### config.mk
export PLATFORM = sky130hd
export DESIGN_NAME = fwd_hazard_unit
export DESIGN_NICKNAME = d
export VERILOG_FILES = /design/src/rtl/fwd_hazard_unit.sv
export SDC_FILE = /design/constraint.sdc
export NUM_CORES = 1
export LEC_CHECK = 0
export CORE_ASPECT_RATIO = 1.5
export CORE_UTILIZATION = 41
export DETAILED_ROUTE_END_ITERATION = 7
export GPL_TIMING_DRIVEN = 0
export PLACE_DENSITY_LB_ADDON = 0.05
export SLEW_MARGIN = 5
export SYNTH_ARGS = -nofsm -noshare
export SYNTH_HDL_FRONTEND = slang
export SYNTH_SLANG_ARGS = --single-unit
### constraint.sdc
create_clock -name clk -period 2.4 [get_ports clk]
set_input_delay 0.36 -clock clk [delete_from_list [all_inputs] [get_ports clk]]
set_output_delay 0.36 -clock clk [all_outputs]
set_load 0.01 [all_outputs]
### src/rtl/fwd_hazard_unit.sv
// Forwarding-select precompute (ID -> registered EX selects), load-use and mul/div hazard stall.
// Latency: fwd_sel 1 cycle after ID; stall combinational; md_done MD_LAT cycles after md_start.
// Backpressure: stall holds PC/IF-ID and bubbles EX; optional FWD_STALL_CNT_EN adds stall counters.
module fwd_hazard_unit #(
  parameter int REG_AW  = 5,
  parameter int NUM_SRC = 2,
  parameter int NUM_FWD = 2,
  parameter int MD_LAT  = 4,
  parameter int SELW    = $clog2(NUM_FWD + 1)
) (
  input  logic                      clk,
  input  logic                      rst_n,
  input  logic [NUM_SRC*REG_AW-1:0] id_src,
  input  logic [NUM_SRC-1:0]        id_src_used,
  input  logic [NUM_FWD*REG_AW-1:0] pipe_rd,
  input  logic [NUM_FWD-1:0]        pipe_wb,
  input  logic                      ex_mem_read,
  input  logic                      md_start,
  input  logic [REG_AW-1:0]         md_rd,
  input  logic                      flush,
  output logic                      stall,
  output logic [NUM_SRC*SELW-1:0]   fwd_sel,
  output logic                      md_busy,
  output logic                      md_done
`ifdef FWD_STALL_CNT_EN
  ,
  output logic [31:0]               stall_cnt,
  output logic [31:0]               md_stall_cnt
`endif
);

  localparam int CNTW = $clog2(MD_LAT);

  typedef enum logic {MD_IDLE, MD_BUSY} md_state_t;

  md_state_t                  md_state;
  logic [CNTW-1:0]            md_cnt;
  logic [REG_AW-1:0]          md_rd_q;
  logic [NUM_SRC*SELW-1:0]    fwd_pre;
  logic                       lu_stall;
  logic                       md_stall;

  // Select precompute: scan oldest to youngest so the youngest matching producer overwrites.
  always_comb begin
    fwd_pre = '0;
    for (int i = 0; i < NUM_SRC; i++) begin
      if (id_src_used[i] && (id_src[i*REG_AW +: REG_AW] != '0)) begin
        for (int k = NUM_FWD; k >= 1; k--) begin
          if (pipe_wb[k-1] && (pipe_rd[(k-1)*REG_AW +: REG_AW] == id_src[i*REG_AW +: REG_AW])) begin
            fwd_pre[i*SELW +: SELW] = SELW'(k);
          end
        end
      end
    end
  end

  // Hazard detection: load in EX feeding a used source, or a used source waiting on the mul/div result.
  always_comb begin
    lu_stall = 1'b0;
    md_stall = 1'b0;
    for (int i = 0; i < NUM_SRC; i++) begin
      if (ex_mem_read && pipe_wb[0] && (pipe_rd[0 +: REG_AW] != '0) &&
          id_src_used[i] && (id_src[i*REG_AW +: REG_AW] == pipe_rd[0 +: REG_AW])) begin
        lu_stall = 1'b1;
      end
      // A latched md_rd of 0 can never match because register 0 sources are excluded.
      if ((md_busy || md_done) && id_src_used[i] &&
          (id_src[i*REG_AW +: REG_AW] != '0) && (id_src[i*REG_AW +: REG_AW] == md_rd_q)) begin
        md_stall = 1'b1;
      end
    end
  end

  assign stall = rst_n & (lu_stall | md_stall);

  // EX select register: a flushed or stalled slot enters EX as a bubble reading the register file.
  always_ff @(posedge clk) begin
    if (!rst_n) begin
      fwd_sel <= '0;
    end else if (flush || stall) begin
      fwd_sel <= '0;
    end else begin
      fwd_sel <= fwd_pre;
    end
  end

  // Mul/div tracker: counts down the in-flight operation; a start while busy is ignored.
  always_ff @(posedge clk) begin
    if (!rst_n) begin
      md_state <= MD_IDLE;
      md_cnt   <= '0;
      md_rd_q  <= '0;
      md_busy  <= 1'b0;
      md_done  <= 1'b0;
    end else begin
      md_done <= 1'b0;
      case (md_state)
        MD_IDLE: begin
          if (md_start) begin
            md_state <= MD_BUSY;
            md_cnt   <= CNTW'(MD_LAT - 1);
            md_rd_q  <= md_rd;
            md_busy  <= 1'b1;
          end
        end
        MD_BUSY: begin
          md_cnt <= md_cnt - 1'b1;
          if (md_cnt == CNTW'(1)) begin
            md_state <= MD_IDLE;
            md_busy  <= 1'b0;
            md_done  <= 1'b1;
          end
        end
        default: begin
          md_state <= MD_IDLE;
          md_busy  <= 1'b0;
        end
      endcase
    end
  end

`ifdef FWD_STALL_CNT_EN
  // Saturating counters of all stall cycles and of mul/div-caused stall cycles.
  always_ff @(posedge clk) begin
    if (!rst_n) begin
      stall_cnt    <= '0;
      md_stall_cnt <= '0;
    end else begin
      if (stall && (stall_cnt != 32'hFFFF_FFFF)) begin
        stall_cnt <= stall_cnt + 32'd1;
      end
      if (md_stall && (md_stall_cnt != 32'hFFFF_FFFF)) begin
        md_stall_cnt <= md_stall_cnt + 32'd1;
      end
    end
  end
`endif

endmodule

After elaboration in Yosys (flattened, before gate mapping)
Index checks and enable logic that the tools add are counted.
Operators by class
  bitwise logic cells: 6
  reduce and logical (&&, ||, !) cells: 30
  muxes and demuxes: 17
  $add $sub $neg: 1
  equality and inequality tests: 11
Operators by type and width (number)
  $eq 5x5->1: 8
  $logic_and 1x1->1: 18
  $reduce_bool 5->1: 3
  $mux 1: 11
  $reduce_or 4->1: 2
  $mux 2: 3
  $reduce_and 2->1: 3
  $reduce_or 3->1: 2
  $not 1->1: 4
  $pmux 1 s2: 2
  $pmux 2 s2: 1
  $eq 2x1->1 const B: 1
  $logic_or 1x1->1: 2
  $ne 2x1->1 const B: 1
  $ne 2x2->1 const B: 1
  $sub 2x1->2 const B: 1
  $and 1x1->1: 1
  $or 1x1->1: 1
Word-level totals
  logic and storage cells: 74
  flip-flop bits (word level): 14
  output and inout port bits: 7

Logic depth before layout (Yosys ltp)
  word-level depth: 10
  gate-level depth with buffers: 5
  gate-level depth less buffers: 5

Least setup slack after synthesis
Ideal clock, no wire load.
  path type: input-to-output
  start point: in pipe_rd[2]
  end point: out stall
  stages: 5
  arrival: 1712 ps
  slack: 328 ps
  cell sequence: or4_1 -> o21a_1 -> and2_4 -> a21o_2 -> o31a_1
Between the ends
  cells in the longest elaborated chain, start to end: 8
  elaborated cells on any way between the ends: 12
  those cells by class: eq/ne (2); mux (2); bitwise (2); reduce/logical (6)
Ends and longest elaborated chain
  start: declaration: line 15  | input logic [NUM_FWD*REG_AW-1:0] pipe_rd,
  $reduce_bool 5->1: line 62  | if (ex_mem_read && pipe_wb[0] && (pipe_rd[0 +: REG_AW] != '0) &&
  $logic_and 1x1->1 (2 in a row): line 62
  $logic_and 1x1->1: line 63  | id_src_used[i] && (id_src[i*REG_AW +: REG_AW] == pipe_rd[0 +: REG_AW])) begin
  $mux 1: line 62
  $mux 1 *: line 62
  $or 1x1->1 *: line 74  | assign stall = rst_n & (lu_stall | md_stall);
  $and 1x1->1 *: line 74
  end: declaration: line 21  | output logic stall,
Every way passes the cells marked *; elsewhere a longest branch is shown, timed or not.

Worst setup path in the final report
  start point: in pipe_rd[3]
  end point: out stall
Same word-level chain as after synthesis.

==> metrics.yaml <==
reg2reg_to: "fwd_sel[2]"
cts_buffers: 3
antenna_cells: 0
fmax_mhz: 421
crit_slowest_cell: "or4_4"
crit_top_cell: "buf_2"
critPathKind: "in2out"
slew_headroom: 0.725
regArea_um2: 280
hold_buffers: 0
first_pass_iters: 3
ir_worst_vdd_mv: 0.292
r2r_slack_ns: 0.95
setup_slack_ns: 0.0256
cp_max_fo: 3
reg2reg_from: "md_rd_q[3]"
drive_gt1_frac: 0.196
finalHoldViolCount: 0
port-buffer-count: 40
setup_viol_count_final: 0
cp.arrival_ns: 2.01
outcome: "completed"
grt_max_degree: 11
avgSynthCellArea_um2: 8.91
max_stage_delay_ns: 0.53
cts.sinks: 14
fp.dieArea_um2: 2460
syn-cell-area_um2: 927
dp_slack_ns: -0.682
hold_depth: 1
cap_viol_max_count: 0
period_share: 0.989
hold-worst-slack_ns: 0.493
grt_pass1_vias: 960
multiInputGateArea_um2: 678
viasPerCell: 5.33
hp-class: "reg2reg"
postRouteAntennaNets: 0
path_cells: "buf_2 > or4_4 > o21a_1 > and2_4 > a21o_2 > o31a_1 > buf_2"
routedWlPerCell_um: 13.9
skew_ns: 0.00361
layout.nets: 189
yosysWarnings: 0
required_ns: 2.04
grt_pass1_wl_um: 3860
synth.distinct_cells: 29
dpl.hpwl_um: 1890
rows: 20
drt_wl_total_um: 2430
powerDensity_nw_per_um2: 418
cts-root-buf: "clkbuf_4"
clk_pin_slew_ns: 0.08
stdcell_area_um2: 1440
clkLatencyLatePin_ns: 0.27
place_area_um2: 1360
place_congestion: 0.734
synthTopCellsByArea: "dfxtp_1 30%, xor2_1 15%, xnor2_1 13%"
syn_inst: 104
yosysSeqAreaShare: 0.302
cts_tree: "yes"
antenna_found_initial: 0
grt_usage: 0.226
synth_top_area_frac: 0.302
floorplan.initialDensity: 0.446
ys_seq_elements: 14
hp-start: "md_cnt[0]"
max_slew.worst_pin.slew_ns: 0.409
areaGrowthSynthToFinish_pct: 55.3
io_pins: 41
fillers: 185
die_x_um: 40.8
whs_endpoint: "md_cnt[0]"
core_um2: 2080
drcViolationCount: 0
r2r_cells: 5
startpoint_type: "input port"
htree_levels: 1
die_y_um: 60.2
setup_tns_ns: 0
yosys.area.top_type: "dfxtp_1"
cts_buffer_depth: 2
vias: 933
grt.overflow.total: 0
p_leak_nw: 0.566
crit_path_end_kind: "primary output"
final_max_slew_viol_count: 0
min_period_ns: 2.37
synthesis.nets: 139
drt_iter0_drc: 11
## logic make-up (layout without fill, tap and decap cells)
kind of cell | after synthesis | count (layout) | synth area share
xor gates and xnor gates | 30 | 30 | 0.283
muxes | 5 | 5 | 0.0540
DFF | 14 | 14 | 0.302
AOI/OAI and AO/OA | 10 | 10 | 0.0823
buffers and inverters | 4 | 53 | 0.0162
and+or+nand+nor | 40 | 40 | 0.248
adders and majority gates | 1 | 1 | 0.0135
## flip-flops by register name, summed over array words and instances, names as in the netlist
register / flops
md_rd_q: 5
md_done: 1
md_busy: 1
fwd_sel: 4
md_cnt: 2
md_state: 1
## routing by layer
| metal | wire length, um | global-route usage | part of all wire | up-vias |
|---|---|---|---|---|
| li1 | - | - | - | 466 |
| met5 | 0 | 0 | 0 | - |
| met2 | 1350 | 0.424 | 0.56 | 26 |
| met4 | 44 | 0.100 | 0.018 | 0 |
| met3 | 92 | 0.0335 | 0.038 | 6 |
| met1 | 940 | 0.219 | 0.39 | 435 |
## critical path: cells and delay by family
kind | cells | cell delay [ns]
AND/OR/NAND/NOR | 2 | 0.70
AO/OA/AOI/OAI | 3 | 0.69
buffers and inverters | 2 | 0.26
## stage by stage
stage          cells  utilization  total power, mW
6_report         175        0.693            0.602
5_1_grt          175        0.693            0.639
4_1_cts          175        0.689            0.607
3_5_place_dp     166        0.652            0.436
3_3_place_gp     166        0.652            0.431
2_1_floorplan    104            -            0.343
## area by class of cell
type,instances,area share
Buffer,1,0.00261
Inverter,3,0.00782
Clock buffer,4,0.0252
Tap cell,22,0.0191
Multi-Input combinational cell,86,0.471
Sequential cell,14,0.195
Timing Repair Buffer,45,0.280
## cell usage in the layout, fill, tap and decap left out, types with 2 or more instances in the layout
master	count
nand4_1	4
clkbuf_2	2
nor4_1	6
dlymetal6s2s_1	2
nand3_1	2
clkbuf_4	3
buf_4	5
nor2_1	12
clkdlybuf4s50_1	25
dfxtp_1	14
mux2i_1	5
or4_4	3
a21oi_1	2
dlygate4sd2_1	5
inv_1	2
o21ai_4	2
xnor2_1	14
buf_2	5
xor2_1	16
nor3_1	2
nand2_1	2
## cells in the mapped netlist (all sizes together)
master and count:
clkbuf 1, or4 3, a21oi 2, a211oi 1, or3 1, o31a 1
nor2 13, o21ai 3, o21a 1, nand2 2, dfxtp 14, nor3 3
or2 1, xnor2 14, inv 2, and2 1, a21o 1, mux2i 5
a2111o 1, nand4 4, xor2 16, nand3 2, nor2b 1, clkinv 1
ha 1, or2b 1, nor4 8
## how the worst max path moves through the flow
stage / endpoint / slack, ns / from / depth (start not counted)
after floorplan: stall / 0.33 / pipe_rd[2] / 5
after detailed placement: stall / -0.68 / id_src[2] / 7
final: stall / 0.03 / pipe_rd[3] / 7
after global routing: stall / -0.007 / pipe_rd[3] / 7
after CTS: stall / 0.007 / id_src[2] / 7
after global placement: stall / -0.66 / id_src[2] / 7
## what timing repair did
action	CTS	global route
gates resized for setup	36	9
setup buffers	5	0
endpoints found under the setup margin	1	1
pin swaps	3	2
## report_power, final
group	switching, mW	internal (mW)	total (mW)
sequential	0.0115	0.245	0.256
clock	0.0716	0.0921	0.164
combinational	0.0824	0.0995	0.182
total	0.166	0.436	0.602
No activity file was read; power rests on OpenSTA's default activity.
